$ cat src/rtl/lab1_imul_accum_pkg.sv
// lab1_imul_accum_pkg: FSM state type and default parameters shared by the product accumulator files
package lab1_imul_accum_pkg;
  typedef enum logic {ACCUM = 1'b0, EMIT = 1'b1} accum_state_t;
  localparam int unsigned P_NBITS      = 32;
  localparam int unsigned P_GROUP_SIZE = 4;
  localparam int unsigned P_CNT_NBITS  = 8;
endpackage

$ cat src/rtl/lab1_imul_accum_dpath.sv
// lab1_imul_accum_dpath: acc/cnt/carry registers and (p_nbits+1)-bit adder; ports clk, reset (async low), add_en, clr, in_msg -> acc, cnt, carry
module lab1_imul_accum_dpath
  import lab1_imul_accum_pkg::*;
#(
  parameter int unsigned p_nbits     = P_NBITS,
  parameter int unsigned p_cnt_nbits = P_CNT_NBITS
) (
  input  logic                   clk,
  input  logic                   reset,
  input  logic                   add_en,
  input  logic                   clr,
  input  logic [p_nbits-1:0]     in_msg,
  output logic [p_nbits-1:0]     acc,
  output logic [p_cnt_nbits-1:0] cnt,
  output logic                   carry
);
  logic [p_nbits:0]       sum;
  logic [p_nbits-1:0]     acc_q, acc_d;
  logic [p_cnt_nbits-1:0] cnt_q, cnt_d;
  logic                   carry_q, carry_d;
  always_comb begin
    sum     = {1'b0, acc_q} + {1'b0, in_msg};
    acc_d   = clr ? '0 : add_en ? sum[p_nbits-1:0] : acc_q;
    cnt_d   = clr ? '0 : add_en ? cnt_q + p_cnt_nbits'(1) : cnt_q;
    carry_d = clr ? 1'b0 : add_en ? carry_q | sum[p_nbits] : carry_q;
  end
  always_ff @(posedge clk or negedge reset)
    if (!reset) begin
      acc_q   <= '0;
      cnt_q   <= '0;
      carry_q <= 1'b0;
    end else begin
      acc_q   <= acc_d;
      cnt_q   <= cnt_d;
      carry_q <= carry_d;
    end
  assign acc   = acc_q;
  assign cnt   = cnt_q;
  assign carry = carry_q;
endmodule

$ cat src/rtl/lab1_imul_prod_accum.sv
// lab1_imul_prod_accum: groups products from istream (val/rdy/msg, flush) into mod-2^n sums on ostream (val/rdy/msg/len/carry); clk, async active-low reset
module lab1_imul_prod_accum
  import lab1_imul_accum_pkg::*;
#(
  parameter int unsigned p_nbits      = P_NBITS,
  parameter int unsigned p_group_size = P_GROUP_SIZE,
  parameter int unsigned p_cnt_nbits  = P_CNT_NBITS
) (
  input  logic                   clk,
  input  logic                   reset,
  input  logic                   istream_val,
  output logic                   istream_rdy,
  input  logic [p_nbits-1:0]     istream_msg,
  input  logic                   flush,
  output logic                   ostream_val,
  input  logic                   ostream_rdy,
  output logic [p_nbits-1:0]     ostream_msg,
  output logic [p_cnt_nbits-1:0] ostream_len,
  output logic                   ostream_carry
);
  accum_state_t state_q, state_d;
  logic in_fire, out_fire, close;
  always_comb begin
    istream_rdy = reset && state_q == ACCUM;
    ostream_val = state_q == EMIT;
    in_fire     = istream_val && istream_rdy;
    out_fire    = ostream_val && ostream_rdy;
    close       = (in_fire && ostream_len + p_cnt_nbits'(1) == p_cnt_nbits'(p_group_size))
               || (flush && (ostream_len != '0 || in_fire));
    state_d     = state_q == ACCUM ? (close ? EMIT : ACCUM) : (out_fire ? ACCUM : EMIT);
  end
  always_ff @(posedge clk or negedge reset)
    if (!reset) state_q <= ACCUM;
    else        state_q <= state_d;
  lab1_imul_accum_dpath #(.p_nbits(p_nbits), .p_cnt_nbits(p_cnt_nbits)) u_dpath (
    .clk    (clk),
    .reset  (reset),
    .add_en (in_fire),
    .clr    (out_fire),
    .in_msg (istream_msg),
    .acc    (ostream_msg),
    .cnt    (ostream_len),
    .carry  (ostream_carry)
  );
endmodule

$ cat config.mk
export PLATFORM = sky130hd
export DESIGN_NAME = lab1_imul_prod_accum
export DESIGN_NICKNAME = d
export VERILOG_FILES = /design/src/rtl/lab1_imul_accum_pkg.sv /design/src/rtl/lab1_imul_accum_dpath.sv /design/src/rtl/lab1_imul_prod_accum.sv
export SDC_FILE = /design/constraint.sdc
export NUM_CORES = 1
export LEC_CHECK = 0
export ABC_AREA = 1
export BUFFER_PORTS_ARGS = -buffer_cell sky130_fd_sc_hd__buf_2
export CELL_PAD_IN_SITES_DETAIL_PLACEMENT = 0
export CELL_PAD_IN_SITES_GLOBAL_PLACEMENT = 1
export CORE_UTILIZATION = 35
export DETAILED_ROUTE_END_ITERATION = 8
export PLACE_DENSITY_LB_ADDON = 0.1
export SYNTH_ARGS = -nofsm -noshare
export SYNTH_HDL_FRONTEND = slang
export SYNTH_SLANG_ARGS = --single-unit
$ cat constraint.sdc
create_clock -name clk -period 1.7 [get_ports clk]
set_input_delay 0.34 -clock clk [delete_from_list [all_inputs] [get_ports clk]]
set_output_delay 0.34 -clock clk [all_outputs]
set_load 0.01 [all_outputs]
==> impl_metrics.csv, run 1 <==
group,metric,value,unit
status,outcome,"finished with violations",
status,failed_checks,"design-rule violations, negative setup slack",
clocking,insertion_delay,0.30,ns
floorplan,boundaryPins,80,
logic_synthesis,netlist_instances,702,
place,dp.final_hpwl,10300,um
layout,finalNonFillerCells,1005,
sta,fin_crit_sh,105,%
place,dpl.cell_count,979,
logic_synthesis,ys_warn_count,0,
layout,layout.nets,933,
route,avgViaCountPerCell,4.68,
sta,setup_ws,-0.0922,ns
clocking,cts_hold_buf,0,
layout,diodes,0,
layout,post-route-util,55.0,%
floorplan,fp.dieArea,12600,um^2
logic_synthesis,synth_nets,774,
sta,period_minus_slack,1.79,ns
sta,grt_setup_unrepaired,"true",
critical_path,arrival,2.04,ns
logic_synthesis,ys_types,38,
power_and_ir_drop,power_density,1470,nW/um^2
critical_path,cp_num_buf_inv,2,
layout,area_growth_syn_to_layout,50.4,%
logic_synthesis,synth_flop_cell,"dfrtp_1",
place,portBuffers,79,
sta,relSlewSlack,60.6,%
critical_path,endpoint_kind,"register",
route,antenna_left,0,
global_routing,grt.total_usage,22.5,%
critical_path,slowest_stage,"dfrtp_1",
critical_path,crit_family,"simple AND/OR/NAND/NOR gates",
logic_synthesis,ys_seq_area_share,24.7,%
floorplan,die_y,112,um
route,wirelength,13500,um
logic_synthesis,synth_common_cells,"nand2_1, inv_1, nor2_1",
route,detail_route.wl_per_cell,13.4,um
run,drv_cap,0,
global_routing,grt_pass1_wl,22400,um
clocking,clock-sinks,42,
logic_synthesis,synth.most_common_cell,"nand2_1",
power_and_ir_drop,power.leakage,3.58,nW
critical_path,crit_chain,"ha_2 -> inv_2 -> fa_2 -> inv_2 -> nand3_2 -> nand3_4 -> nand2_2 -> nand2_4 -> nand2_2 -> nand2_4 -> nand2_2 -> nand2_1 -> nand2_1 -> nand2_1",
logic_synthesis,post-synth-top-area-fraction,24.7,%
route,drc,2,
clocking,clkSlewWorstSetupHoldPaths,0.07,ns
route,drt_iter0_markers,171,
clocking,cts_tree,"done",
layout,final_area,6390,um^2
floorplan,rows,39,
layout,drive_gt1_share,40.3,%
sta,skew,0.00288,ns
global_routing,antenna_found_initial,0,
floorplan,core,11600,um^2
sta,finalSetupTns,-0.694,ns
clocking,cts_buffers,5,
sta,slew_viol_final,0,
global_routing,grt_max_degree,43,
clocking,cts_root_buf,"clkbuf_16",
clocking,cts_buffer_depth,2,
critical_path,cp_slowest_stage_delay,0.36,ns
logic_synthesis,syn_avg_cell_area,6.05,um^2
sta,setup_violations,14,
layout,multi_input_area,3480,um^2
worst_hold_path,hold_class,"in -> async",
floorplan,start_util,36.6,%
critical_path,critPathLaunchType,"register",
critical_path,crit_required,1.95,ns
global_routing,grt_pass1_vias,4642,
sta,timing.fmax,558,MHz
critical_path,critical_path_peak_fanout,3,
logic_synthesis,synth_edf_count,0,
logic_synthesis,netlist_area,4250,um^2
place,gp_congestion,0.901,
global_routing,gr-total-overflow,0,
logic_synthesis,yosys-top-cells-area,"dfrtp_1, nand2_1, inv_1",
critical_path,crit_type,"reg -> reg",
logic_synthesis,synth_area_leader_cell,"dfrtp_1",
place,place_area,5270,um^2
sta,tightest_slew,0.591,ns
sta,hold_violations,0,
logic_synthesis,ys_seq_elements,42,
route,vias,4699,
logic_synthesis,async_flop_share,100,%
power_and_ir_drop,max-vdd-ir-drop,616,uV
route,detail_route.first_pass.iterations,7,
clocking,htreeDepth,2,
floorplan,dieWidth,112,um
layout,nFillCells,1132,
layout,seq_area,1050,um^2
-- layout by cell type (no fill, tap or decap), types with 18 or more instances in the layout --
cell and instances:
buf_4 71, buf_2 79, ha_4 26, dfrtp_1 42, nand2_2 50, nand2_4 18, inv_1 115, nor2_1 30
a21oi_1 19, nand3_1 25, nand2_1 231
-- kinds of logic after synthesis --
| family | after synthesis | share of synthesized area (%) |
|---|---|---|
| xor gates and xnor gates | 5 | 1.03 |
| AOI/OAI and AO/OA | 67 | 8.75 |
| and+or+nand+nor | 414 | 42.4 |
| adders and majority gates | 35 | 10.5 |
| DFF | 42 | 24.7 |
| buffers and inverters | 139 | 12.6 |
-- layer usage --
metal  vias up  part of all wire (%)  track usage [%]
li1       2479                     -                -
met1      2150                    49             30.1
met2        66                    47             38.0
met3         4                   3.0             3.94
met4         0                  0.50             4.80
met5         -                     0                0
-- final timing paths --
check / slack (ns) / to / depth (start not counted) / startpoint
max: -0.09 / u_dpath.carry / 14 / u_dpath.acc[0]
min: 0.20 / u_dpath.acc[9] / 2 / reset
max reg2reg: -0.09 / u_dpath.carry / 14 / u_dpath.acc[0]
min reg2reg: 0.49 / u_dpath.carry / 2 / u_dpath.carry
max in group asynchronous: 1.10 / u_dpath.acc[29] / 2 / reset
min in group clk: 0.33 / ostream_val / 3 / flush
-- state kept, by name, summed over array words and instances (netlist names) --
| register | flops |
|---|---|
| ostream_val | 1 |
| u_dpath.acc | 32 |
| u_dpath.carry | 1 |
| u_dpath.cnt | 8 |
-- metrics by stage --
stage	hold WS [ns]	power, mW	worst slack (ns)
3_5_place_dp	0.474	6.83	-0.290
6_report	0.197	9.40	-0.0922
3_3_place_gp	0.486	6.77	-0.279
4_1_cts	0.217	8.88	-0.113
2_1_floorplan	0.0444	4.79	-0.0347
5_1_grt	0.271	10.3	-0.233
-- power by group --
| part | total (mW) | switching, mW | internal, mW | leakage [nW] |
|---|---|---|---|---|
| clock | 1.06 | 0.496 | 0.565 | 0.0763 |
| sequential | 1.67 | 0.329 | 1.34 | 0.559 |
| combinational | 6.67 | 3.72 | 2.95 | 2.95 |
| total | 9.40 | 4.54 | 4.86 | 3.58 |
-- final cells by class --
type	instances	share of cell area, %
flip-flops and latches	42	16.5
repair buffers	158	15.9
clock inverters	3	0.451
clock buffers	5	1.96
multi-input cells	521	54.5
inverters	133	7.88
well taps	143	2.80
-- what timing repair did --
action,in CTS,in global routing
setup buffers,13,6
setup endpoints to repair,25,29
gates resized for setup,87,85
pin swaps,22,27
Note: power is estimated with default switching activity, not from simulation.
==> inputs of run 2 (changes only) <==
==> constraint.sdc (replaced) <==
create_clock -name clk -period 1.7 [get_ports clk]
set_input_delay 0.17 -clock clk [delete_from_list [all_inputs] [get_ports clk]]
set_output_delay 0.17 -clock clk [all_outputs]
set_load 0.01 [all_outputs]
==> impl_metrics.csv, run 2 (synthesis results as in run 1) <==
group,metric,value,unit
floorplan,fp.dieArea,12600,um^2
clocking,cts_root_buf,"clkbuf_16",
layout,layout.nets,938,
global_routing,antenna_found_initial,0,
sta,slew_viol_final,0,
critical_path,critPathLaunchType,"register",
route,detail_route.wl_per_cell,13.7,um
critical_path,crit_required,1.90,ns
power_and_ir_drop,max-vdd-ir-drop,551,uV
clocking,cts_buffers,5,
route,wirelength,13800,um
place,portBuffers,79,
layout,finalNonFillerCells,1010,
clocking,cts_buffer_depth,2,
sta,tightest_slew,0.585,ns
place,dpl.cell_count,981,
global_routing,grt.total_usage,22.4,%
global_routing,gr-total-overflow,0,
power_and_ir_drop,power_density,1500,nW/um^2
critical_path,endpoint_kind,"register",
critical_path,crit_type,"reg -> reg",
critical_path,crit_chain,"ha_2 -> inv_2 -> fa_2 -> inv_2 -> nand3_2 -> nand3_4 -> nand3_4 -> nand3_4 -> nand2_2 -> nand2_1 -> nand2_1 -> nand3_2 -> nand2_1",
clocking,cts_tree,"done",
critical_path,crit_family,"simple AND/OR/NAND/NOR gates",
floorplan,core,11600,um^2
sta,skew,0.00642,ns
worst_hold_path,hold_class,"in -> reg",
power_and_ir_drop,power.leakage,3.65,nW
critical_path,arrival,2.00,ns
sta,setup_violations,18,
layout,largest_reg_flops,32,
status,failed_checks,"design-rule violations, negative setup slack",
critical_path,slowest_stage,"dfrtp_1",
route,vias,4745,
floorplan,rows,39,
clocking,clkSlewWorstSetupHoldPaths,0.07,ns
sta,relSlewSlack,61.0,%
layout,diodes,0,
sta,timing.fmax,553,MHz
layout,area_growth_syn_to_layout,53.0,%
route,drt_iter0_markers,149,
route,antenna_left,0,
floorplan,dieWidth,112,um
critical_path,critical_path_peak_fanout,3,
floorplan,boundaryPins,80,
run,drv_cap,0,
global_routing,grt_max_degree,43,
sta,hold_violations,0,
sta,whs,0.162,ns
layout,final_common_cell,"nand2_1",
sta,grt_setup_unrepaired,"true",
floorplan,start_util,36.6,%
global_routing,grt_pass1_wl,22200,um
clocking,insertion_delay,0.31,ns
floorplan,die_y,112,um
route,detail_route.first_pass.iterations,6,
sta,fin_crit_sh,106,%
route,avgViaCountPerCell,4.70,
sta,period_minus_slack,1.81,ns
place,post-place-ws,-0.263,ns
clocking,htreeDepth,2,
critical_path,cp_num_buf_inv,2,
layout,nFillCells,1178,
place,dp.final_hpwl,10600,um
sta,setup_ws,-0.107,ns
layout,post-route-util,55.9,%
power_and_ir_drop,p_total,9.73,mW
status,outcome,"finished with violations",
global_routing,grt_pass1_vias,4570,
layout,drive_gt1_share,42.8,%
route,drc,2,
clocking,clock-sinks,42,
critical_path,cp_slowest_stage_delay,0.35,ns
place,gp_congestion,0.881,
layout,final_cell_mix,"nand2_1, inv_1, buf_2",
layout,multi_input_area,3540,um^2
layout,seq_area,1050,um^2
==> run 2: final timing paths <==
check,start,slack (ns),depth (start not counted),endpoint
max in group asynchronous,reset,0.80,3,u_dpath.acc[29]
min in group asynchronous,reset,0.50,3,u_dpath.acc[7]
worst max-delay path,u_dpath.acc[0],-0.11,13,u_dpath.acc[28]
worst max register to register,u_dpath.acc[0],-0.11,13,u_dpath.acc[28]
worst min register to register,u_dpath.acc[30],0.51,2,u_dpath.acc[30]
worst min-delay path,flush,0.16,3,ostream_val
==> run 2: worst register-to-register path, delay by kind of cell, from the launching register on <==
kind | cells | cell delay, ns
fa+ha+maj | 2 | 0.54
buf+inv | 2 | 0.12
simple gates | 9 | 0.68
flops | 1 | 0.35
==> run 2: area by class of cell <==
cell class | count | area share (%)
flip-flops and latches | 42 | 16.2
well taps | 143 | 2.75
inverters | 133 | 7.78
multi-input cells | 521 | 54.5
clock buffers | 5 | 1.93
repair buffers | 163 | 16.4
clock inverters | 3 | 0.443
==> run 2: per-stage QoR <==
step                      setup TNS, ns  area (um^2)
after CTS                        -0.573         5990
after detailed placement          -2.18         5290
after floorplan                  -0.113         4270
final                            -0.889         6500
after global placement            -1.93         5290
after global routing              -3.41         6500
==> run 2: repair_timing <==
action / 4_1_cts / 5_1_grt
hold buffers: 1 / 0
setup buffers: 7 / 14
gates resized for setup: 79 / 107
endpoints found under the setup margin: 24 / 30
pin swaps: 14 / 43
endpoints found under the hold margin: 8 / 0
==> run 2: per-layer routing <==
metal	up-vias	GRT usage, %	share of wire [%]
li1	2491	-	-
met1	2154	30.8	48
met2	91	37.1	46
met3	9	3.46	4.1
met4	0	4.98	1.2
met5	-	0	0
==> run 2: report_power, final <==
| group | internal, mW | switching, mW | total, mW | leakage (nW) |
|---|---|---|---|---|
| sequential | 1.34 | 0.358 | 1.70 | 0.559 |
| combinational | 3.14 | 3.83 | 6.97 | 3.02 |
| clock | 0.564 | 0.496 | 1.06 | 0.0763 |
| total | 5.04 | 4.69 | 9.73 | 3.65 |
==> inputs of run 3 (changes only) <==
CORE_ASPECT_RATIO = 0.7   (was not set)
==> impl_metrics.csv, run 3 (synthesis results as in run 1) <==
group,metric,value,unit
layout,final_common_cell,"nand2_1",
clocking,cts_root_buf,"clkbuf_16",
route,avgViaCountPerCell,4.67,
floorplan,core,11800,um^2
layout,largest_reg_flops,32,
global_routing,grt_most_used_layer,"met2",
layout,diodes,0,
clocking,cts_buffer_depth,2,
sta,hold_violations,0,
critical_path,crit_type,"reg -> reg",
global_routing,grt_pass1_vias,4621,
critical_path,cpMostUsedCell,"nand2_1",
route,drt_iter0_markers,228,
critical_path,critical_path_peak_fanout,4,
sta,setup_ws,-0.127,ns
critical_path,critPathLaunchType,"register",
global_routing,grt.total_usage,24.2,%
status,failed_checks,"negative setup slack",
status,outcome,"finished with violations",
layout,drive_gt1_share,38.7,%
place,dp.final_hpwl,11100,um
global_routing,gr-total-overflow,0,
clocking,clkSlewWorstSetupHoldPaths,0.07,ns
clocking,insertion_delay,0.29,ns
sta,slew_viol_final,0,
route,detail_route.first_pass.iterations,5,
run,drv_cap,0,
sta,fin_crit_sh,107,%
route,antenna_left,0,
floorplan,start_util,36.1,%
route,wirelength,14400,um
sta,skew,0.00596,ns
critical_path,slowest_stage,"dfrtp_1",
power_and_ir_drop,clockPowerShare,10.9,%
floorplan,die_y,94.2,um
sta,relSlewSlack,59.5,%
power_and_ir_drop,max-vdd-ir-drop,622,uV
route,detail_route.wl_per_cell,14.0,um
layout,nFillCells,1188,
global_routing,use_met1,36.1,%
place,portBuffers,79,
global_routing,antenna_found_initial,0,
layout,final_cell_mix,"nand2_1, inv_1, buf_2, buf_4, nand2_2",
sta,whs,0.0454,ns
sta,tightest_slew,0.607,ns
clocking,htreeDepth,2,
critical_path,crit_family,"simple AND/OR/NAND/NOR gates",
floorplan,dieWidth,134,um
clocking,cts_buffers,5,
power_and_ir_drop,switching_share,47.9,%
sta,timing.fmax,547,MHz
power_and_ir_drop,internal_power,4.92,mW
worst_hold_path,hold_class,"in -> async",
critical_path,cp_slowest_stage_delay,0.36,ns
clocking,cts_tree,"done",
power_and_ir_drop,power_density,1490,nW/um^2
critical_path,arrival,2.01,ns
floorplan,rows,33,
route,vias,4788,
critical_path,endpoint_kind,"register",
power_and_ir_drop,power_frac_comb,71.1,%
power_and_ir_drop,p_seq_share,18.0,%
sta,finalSetupTns,-1.23,ns
floorplan,fp.dieArea,12600,um^2
layout,layout.nets,939,
sta,period_minus_slack,1.83,ns
floorplan,boundaryPins,80,
sta,setup_violations,19,
critical_path,crit_required,1.88,ns
sta,grt_setup_unrepaired,"true",
layout,area_growth_syn_to_layout,48.9,%
power_and_ir_drop,power.leakage,3.55,nW
global_routing,use_met2,36.2,%
critical_path,cp_num_buf_inv,2,
global_routing,use_met3,3.56,%
critical_path,crit_chain,"ha_2 -> inv_2 -> fa_2 -> inv_2 -> nand2_1 -> nand3_2 -> nand2_1 -> nand2_2 -> nand2_2 -> nand2_1 -> nand2_1 -> nand3_1 -> nand2_1",
global_routing,grt_max_degree,43,
clocking,clock-sinks,42,
global_routing,grt_pass1_wl,23500,um
route,drc,0,
power_and_ir_drop,power_switching,4.52,mW
place,gp_congestion,0.876,
run 3: layer usage:
layer	up-vias	share of wire (%)	wire length (um)
met3	12	4.9	702
met1	2172	53	7690
met2	105	40	5790
met4	0	1.4	208
met5	-	0	0
li1	2499	-	-
run 3: timing repair:
action	in CTS	in global routing
setup endpoints to repair	26	29
pin swaps	19	16
resized for setup	81	52
hold buffers	0	0
buffers inserted	6	8
run 3: power groups by stage:
| stage | combinational (mW) | sequential, mW | clock (mW) |
|---|---|---|---|
| 3_3_place_gp | 5.41 | 1.59 | 0 |
| 5_1_grt | 7.41 | 1.74 | 1.10 |
| 2_1_floorplan | 3.02 | 1.77 | 0 |
| 6_report | 6.71 | 1.70 | 1.03 |
| 3_5_place_dp | 5.44 | 1.61 | 0 |
| 4_1_cts | 6.19 | 1.69 | 1.06 |
run 3: metrics by stage:
| stage | setup slack, ns | area, um^2 | power (mW) | util (%) | cells |
|---|---|---|---|---|---|
| finish | -0.127 | 6320 | 9.43 | 53.7 | 1025 |
| global route | -0.254 | 6320 | 10.3 | 53.7 | 1025 |
| CTS | -0.120 | 6060 | 8.94 | 51.5 | 1017 |
| detailed placement | -0.180 | 5400 | 7.05 | 45.9 | 1006 |
| global placement | -0.187 | 5400 | 6.99 | 45.9 | 1006 |
| floorplan | -0.0347 | 4270 | 4.79 | - | 702 |
run 3: layout make-up:
type / count / area, um^2 / area share, %
Multi-Input combinational cell: 521 / 3350 / 53.0
Timing Repair Buffer: 164 / 1070 / 17.0
Sequential cell: 42 / 1050 / 16.6
Inverter: 133 / 500 / 7.92
Tap cell: 157 / 196 / 3.11
Clock buffer: 6 / 139 / 2.20
Clock inverter: 2 / 12.5 / 0.198
run 3: worst reg2reg max path: stages (launching register included):
cell     delay [ns]
dfrtp_1        0.36
ha_2           0.20
inv_2          0.04
fa_2           0.35
inv_2          0.09
nand2_1        0.07
nand3_2        0.08
nand2_1        0.07
nand2_2        0.11
nand2_2        0.09
nand2_1        0.07
nand2_1        0.05
nand3_1        0.09
nand2_1        0.06
run 3: worst paths after layout:
| check | from | end | slack, ns | depth (start not counted) |
|---|---|---|---|---|
| worst min register to register | u_dpath.acc[30] | u_dpath.acc[30] | 0.52 | 2 |
| max in group asynchronous | reset | u_dpath.acc[25] | 1.23 | 2 |
| worst max-delay path | u_dpath.acc[0] | u_dpath.acc[30] | -0.13 | 13 |
| worst max register to register | u_dpath.acc[0] | u_dpath.acc[30] | -0.13 | 13 |
| min in group clk | ostream_rdy | u_dpath.carry | 0.22 | 4 |
| worst min-delay path | reset | u_dpath.acc[7] | 0.05 | 2 |
